### src/rtl/spatz_xif_mem_responder.sv
// spatz_xif_mem_responder
// Bridges the Spatz VLSU X-interface memory port onto a simple req/gnt/rvalid
// memory bus. Aligned requests pass straight through and are tracked in an
// in-order ID FIFO. Misaligned requests are answered locally with an exception
// result, but only once every older request has returned, so results stay in order.
module spatz_xif_mem_responder #(
  parameter int unsigned NrOutstanding = 4,
  parameter int unsigned IdWidth       = 4
) (
  input  logic               clk_i,
  input  logic               rst_ni,
  // X-interface memory request
  input  logic               x_mem_valid_i,
  output logic               x_mem_ready_o,
  input  logic [IdWidth-1:0] x_mem_id_i,
  input  logic [31:0]        x_mem_addr_i,
  input  logic               x_mem_we_i,
  input  logic [1:0]         x_mem_size_i,
  input  logic [3:0]         x_mem_be_i,
  input  logic [31:0]        x_mem_wdata_i,
  output logic               x_mem_resp_exc_o,
  output logic [5:0]         x_mem_resp_exccode_o,
  // Memory-side request
  output logic               mem_req_o,
  output logic [31:0]        mem_addr_o,
  output logic               mem_we_o,
  output logic [3:0]         mem_be_o,
  output logic [31:0]        mem_wdata_o,
  input  logic               mem_gnt_i,
  // Memory-side in-order response
  input  logic               mem_rvalid_i,
  input  logic [31:0]        mem_rdata_i,
  input  logic               mem_err_i,
  // X-interface memory result (always consumed)
  output logic               x_mem_result_valid_o,
  output logic [IdWidth-1:0] x_mem_result_id_o,
  output logic [31:0]        x_mem_result_rdata_o,
  output logic               x_mem_result_err_o
);

  localparam int unsigned          PtrWidth = $clog2(NrOutstanding);
  localparam int unsigned          CntWidth = PtrWidth + 1;
  localparam logic [CntWidth-1:0]  MaxCnt   = CntWidth'(NrOutstanding);
  localparam logic [5:0]           ExcLoadMisaligned  = 6'd4;
  localparam logic [5:0]           ExcStoreMisaligned = 6'd6;

  typedef enum logic [1:0] {
    S_IDLE,
    S_DRAIN,
    S_ERR
  } state_e;

  // One FIFO entry per granted request: the ID to return and whether it was
  // a store (stores return zero read data).
  typedef struct packed {
    logic               we;
    logic [IdWidth-1:0] id;
  } entry_t;

  state_e              r_state;
  state_e              w_state_next;
  logic [CntWidth-1:0] r_cnt;
  logic [PtrWidth-1:0] r_wptr;
  logic [PtrWidth-1:0] r_rptr;
  entry_t              r_fifo [NrOutstanding];
  entry_t              w_head;

  logic                w_misaligned;
  logic                w_cnt_full;
  logic                w_cnt_zero;
  logic                w_grant;
  logic                w_rsp_pop;
  logic                w_err_acc;

  logic                r_res_valid;
  logic [IdWidth-1:0]  r_res_id;
  logic [31:0]         r_res_rdata;
  logic                r_res_err;

  // Alignment check: size 3 is never legal.
  assign w_misaligned = (x_mem_size_i == 2'd3)
                     || ((x_mem_size_i == 2'd1) && x_mem_addr_i[0])
                     || ((x_mem_size_i == 2'd2) && (x_mem_addr_i[1:0] != 2'b00));

  assign w_cnt_full = (r_cnt == MaxCnt);
  assign w_cnt_zero = (r_cnt == '0);
  assign w_grant    = mem_req_o && mem_gnt_i;
  // A response with nothing outstanding is stray and is dropped.
  assign w_rsp_pop  = mem_rvalid_i && !w_cnt_zero;
  assign w_head     = r_fifo[r_rptr];

  assign mem_addr_o  = x_mem_addr_i;
  assign mem_we_o    = x_mem_we_i;
  assign mem_be_o    = x_mem_be_i;
  assign mem_wdata_o = x_mem_wdata_i;

  assign x_mem_resp_exc_o     = w_err_acc;
  assign x_mem_resp_exccode_o = !w_err_acc ? 6'd0
                              : (x_mem_we_i ? ExcStoreMisaligned : ExcLoadMisaligned);

  assign x_mem_result_valid_o = r_res_valid;
  assign x_mem_result_id_o    = r_res_id;
  assign x_mem_result_rdata_o = r_res_rdata;
  assign x_mem_result_err_o   = r_res_err;

  // State register.
  always_ff @(posedge clk_i or negedge rst_ni) begin
    // NOTE: sequential state uses non-blocking assignments so every flop
    // samples the pre-edge value of every other flop.
    if (!rst_ni) r_state <= S_IDLE;
    else         r_state <= w_state_next;
  end

  // Next-state logic: misaligned requests wait in DRAIN until nothing is outstanding.
  always_comb begin
    // NOTE: every combinational output gets a default first so no path
    // leaves it unassigned and infers a latch.
    w_state_next = r_state;
    unique case (r_state)
      S_IDLE: begin
        if (x_mem_valid_i && w_misaligned)
          w_state_next = w_cnt_zero ? S_ERR : S_DRAIN;
      end
      S_DRAIN: begin
        if (w_cnt_zero)
          w_state_next = (x_mem_valid_i && w_misaligned) ? S_ERR : S_IDLE;
      end
      S_ERR:   w_state_next = S_IDLE;
      default: w_state_next = S_IDLE;
    endcase
  end

  // Output logic: handshake and memory request, all held low during reset.
  always_comb begin
    mem_req_o     = 1'b0;
    x_mem_ready_o = 1'b0;
    w_err_acc     = 1'b0;
    if (rst_ni) begin
      unique case (r_state)
        S_IDLE: begin
          if (x_mem_valid_i && !w_misaligned) begin
            mem_req_o     = !w_cnt_full;
            x_mem_ready_o = !w_cnt_full && mem_gnt_i;
          end else if (x_mem_valid_i && w_cnt_zero) begin
            w_err_acc     = 1'b1;
            x_mem_ready_o = 1'b1;
          end
        end
        S_DRAIN: begin
          if (x_mem_valid_i && w_misaligned && w_cnt_zero) begin
            w_err_acc     = 1'b1;
            x_mem_ready_o = 1'b1;
          end
        end
        default: ;
      endcase
    end
  end

  // Outstanding counter: a grant and a response in the same cycle cancel.
  always_ff @(posedge clk_i or negedge rst_ni) begin
    if (!rst_ni) begin
      r_cnt <= '0;
    end else begin
      unique case ({w_grant, w_rsp_pop})
        2'b10:   r_cnt <= r_cnt + CntWidth'(1);
        2'b01:   r_cnt <= r_cnt - CntWidth'(1);
        default: r_cnt <= r_cnt;
      endcase
    end
  end

  // ID FIFO pointers; depth is a power of two so they wrap naturally.
  always_ff @(posedge clk_i or negedge rst_ni) begin
    if (!rst_ni) begin
      r_wptr <= '0;
      r_rptr <= '0;
    end else begin
      if (w_grant)   r_wptr <= r_wptr + PtrWidth'(1);
      if (w_rsp_pop) r_rptr <= r_rptr + PtrWidth'(1);
    end
  end

  // ID FIFO storage.
  always_ff @(posedge clk_i) begin
    // NOTE: storage is deliberately not reset; the pointers and counter
    // define which entries are live, so stale contents are never read.
    if (w_grant) r_fifo[r_wptr] <= '{we: x_mem_we_i, id: x_mem_id_i};
  end

  // Result register: memory responses and misaligned-error results are
  // mutually exclusive (one needs cnt>0, the other cnt=0).
  always_ff @(posedge clk_i or negedge rst_ni) begin
    if (!rst_ni) begin
      r_res_valid <= 1'b0;
      r_res_id    <= '0;
      r_res_rdata <= '0;
      r_res_err   <= 1'b0;
    end else if (w_rsp_pop) begin
      r_res_valid <= 1'b1;
      r_res_id    <= w_head.id;
      r_res_rdata <= w_head.we ? 32'd0 : mem_rdata_i;
      r_res_err   <= mem_err_i;
    end else if (w_err_acc) begin
      r_res_valid <= 1'b1;
      r_res_id    <= x_mem_id_i;
      r_res_rdata <= 32'd0;
      r_res_err   <= 1'b1;
    end else begin
      r_res_valid <= 1'b0;
      r_res_id    <= '0;
      r_res_rdata <= '0;
      r_res_err   <= 1'b0;
    end
  end

endmodule
### config.mk
export PLATFORM = sky130hd
export DESIGN_NAME = spatz_xif_mem_responder
export DESIGN_NICKNAME = d
export VERILOG_FILES = /design/src/rtl/spatz_xif_mem_responder.sv
export SDC_FILE = /design/constraint.sdc
export NUM_CORES = 1
export LEC_CHECK = 0
export ABC_AREA = 0
export CORE_MARGIN = 2
export CORE_UTILIZATION = 37
export DETAILED_ROUTE_END_ITERATION = 7
export PLACE_DENSITY_LB_ADDON = 0.08
export SLEW_MARGIN = 30
export SYNTH_ARGS = -nofsm -noshare
export SYNTH_HDL_FRONTEND = slang
export SYNTH_SLANG_ARGS = --single-unit
### constraint.sdc
create_clock -name clk_i -period 3.4 [get_ports clk_i]
set_input_delay 0.68 -clock clk_i [delete_from_list [all_inputs] [get_ports clk_i]]
set_output_delay 0.68 -clock clk_i [all_outputs]
set_load 0.05 [all_outputs]
==> impl_metrics.toml <==
[worst_setup_path]
cp-start-kind = "primary input"
critical_path.cell_chain = "clkdlybuf4s50_1, or3_1, nand4_1, nor2_1, buf_12"
slowest_delay_ns = 0.53
crit_slowest_cell = "clkdlybuf4s50_1"
required_ns = 2.72
crit_buf_inv = 2
end_kind = "output port"
critPathArrivalTime_ns = 2.32
cp_top_family = "simple AND/OR/NAND/NOR gates"
crit_fanout = 6
crit_type = "primary input to output port"

[final_layout]
fin_cells = 385
n_antenna_cell = 0
finalNetCount = 394
area_delta_synth_final_pct = 23.73
drive_gt1_frac = 0.1107
final_cell_mix = "86 x clkdlybuf4s50_1, 47 x dfrtp_1, 36 x and2_1"
layout_commonest_cell = "clkdlybuf4s50_1"

[floorplan]
die_x_um = 95.78
die_h_um = 95.78
start_util = 0.3812
coreArea_mm2 = 0.008175
rows = 33
dieArea_mm2 = 0.009174
io_pins = 229

[drt]
drc = 0
via_count = 1718
wl_per_cell_um = 16.50
drt_pass1_iterations = 6
ant_nets = 0
via_per_inst = 4.462
drt_iter0_markers = 66
wl_um = 6353

[sta]
timing_hold_violations_final = 0
tightest_slew_ns = 0.5746
report.final.slew_viol_count = 0
clock.fmax_mhz = 333.2
slew_headroom = 0.6160
setup_viol = 0
fin_skew_ns = 0.007252
min_period_ns = 3.001
fin_setup_tns_ns = 0
fin_crit_sh = 0.8827
grt_setup_unrepaired = "false"

[pwr]
power_density_mw_per_mm2 = 721.6
vdd_drop_max_v = 0.0002380
p_leak_uw = 0.001617

[synth]
yosysSeqAreaShare = 0.5701
synthTopCellsByArea = "dfrtp_1 38%, edfxtp_1 19%, buf_4 18%"
ys_seq_elements = 67
synthDistinctLibCells = 32
syn-cell-area_mm2 = 0.003117
synth_top_area_share = 0.3774
synth_cells = 245
synth_area_per_cell_um2 = 12.72
synth.largest_area_cell = "dfrtp_1"
yosys_warnings = 0

[grt]
grt_start_max_net_pins = 38
grt_pass1_wl_um = 9094
grt_overflow = 0
grt_usage = 0.1391
grt_pass1_vias = 1705
antenna_found_initial = 0

[clock_network]
cts_hold_buf = 0
clk_latency_ns = 0.34
cts_buffers = 9
cts_root_buf = "clkbuf_8"
cts.htree.levels = 3
postCtsSetupBuffers = 0
cts_tree = "done"
cts_sinks = 67
post_cts_resized = 0
clk_path_buf_depth = 2
path_clk_slew_ns = 0.07

[job]
maxCapViolations = 0

[placement]
place_congestion = 0.7814
dp_hpwl_um = 4709
io_buffers = 92
dp.cells = 369

[hold_path]
hold_path_class = "primary input to asynchronous set/reset pin"

[outcome]
status = "complete, no violations"
-- synthesized netlist by cell type, drive strengths merged --
cell type	instances
buf	79
o31ai	5
mux4	5
a21o	1
nor4bb	1
mux2	2
nor2	4
dfrtp	47
xor2	1
nand2	7
and2	36
edfxtp	20
or3b	1
or3	1
ha	5
o21ai	3
nor3	4
xnor2	5
clkbuf	1
nand4	1
fa	1
conb	1
a21oi	2
o2111a	1
nand2b	1
inv	9
a31oi	1
-- worst paths after layout --
| kind | start | end | slack, ns | cells past startpoint |
|---|---|---|---|---|
| setup / recovery | x_mem_addr_i[0] | x_mem_resp_exc_o | 0.40 | 5 |
| hold / removal | rst_ni | x_mem_result_rdata_o[8] | 0.20 | 1 |
| setup reg to reg | r_cnt[2] | r_cnt[2] | 1.08 | 7 |
| hold reg to reg | r_state[1] | r_state[1] | 0.49 | 1 |
| max in group asynchronous | rst_ni | x_mem_result_id_o[3] | 2.44 | 2 |
| min in group clk_i | r_state[1] | r_state[1] | 0.49 | 1 |
-- kinds of logic (layout without fill, tap and decap cells) --
| group | count (synthesis) | count (layout) | share of synthesized area |
|---|---|---|---|
| fa+ha+maj | 6 | 6 | 0.02650 |
| mux | 7 | 7 | 0.04336 |
| buf+inv | 89 | 121 | 0.2059 |
| xor+xnor | 6 | 6 | 0.01686 |
| compound gates | 13 | 13 | 0.02971 |
| simple gates | 56 | 56 | 0.1064 |
| flops | 67 | 67 | 0.5701 |
| other cells | 1 | 4 | 0.001203 |
-- layout make-up --
class | count | area (um2)
multi-input combinational | 92 | 709.4
sequential | 67 | 1777
timing repair buffer | 96 | 996.0
inverter | 9 | 33.78
tap | 105 | 131.4
fill | 757 | 4319
clock buffer | 11 | 131.4
clock inverter | 5 | 77.57
-- layer usage --
layer,vias up,track usage,share of wire
met1,809,0.1677,0.41
li1,775,-,-
met3,32,0.05247,0.10
met4,0,0.09524,0.040
met5,-,0,0
met2,102,0.2057,0.45
-- registers in the layout (all words and copies together), names as in the netlist --
register	cells
x_mem_result_rdata_o	32
r_wptr	2
x_mem_result_id_o	4
r_cnt	3
r_fifo	20
x_mem_result_err_o	1
r_state	2
r_rptr	2
x_mem_result_valid_o	1
-- stage by stage --
step / cell area (um2) / utilization / setup WS (ns) / hold slack [ns] / total power [uW]
2_1_floorplan: 3128 / - / 0.4792 / 0.3844 / 2000
3_3_place_gp: 3647 / 0.4461 / 0.3643 / 0.4701 / 2108
3_5_place_dp: 3647 / 0.4461 / 0.3795 / 0.4672 / 2114
4_1_cts: 3856 / 0.4717 / 0.3653 / 0.2055 / 2827
5_1_grt: 3856 / 0.4717 / 0.2743 / 0.2089 / 2943
6_report: 3856 / 0.4717 / 0.3988 / 0.2033 / 2783
-- report_power, final --
group / total (uW) / internal (uW) / switching, uW
clock: 702 / 411 / 291
combinational: 998 / 403 / 595
sequential: 1080 / 977 / 105
-- worst reg2reg max path: stages, from the launching register on --
cell and delay (ns):
dfrtp_1 0.42, o31ai_2 0.49, inv_1 0.27, ha_1 0.29, fa_1 0.38, xnor2_1 0.13
nor2_1 0.11, xor2_1 0.15
Note: power is estimated with default switching activity, not from simulation.
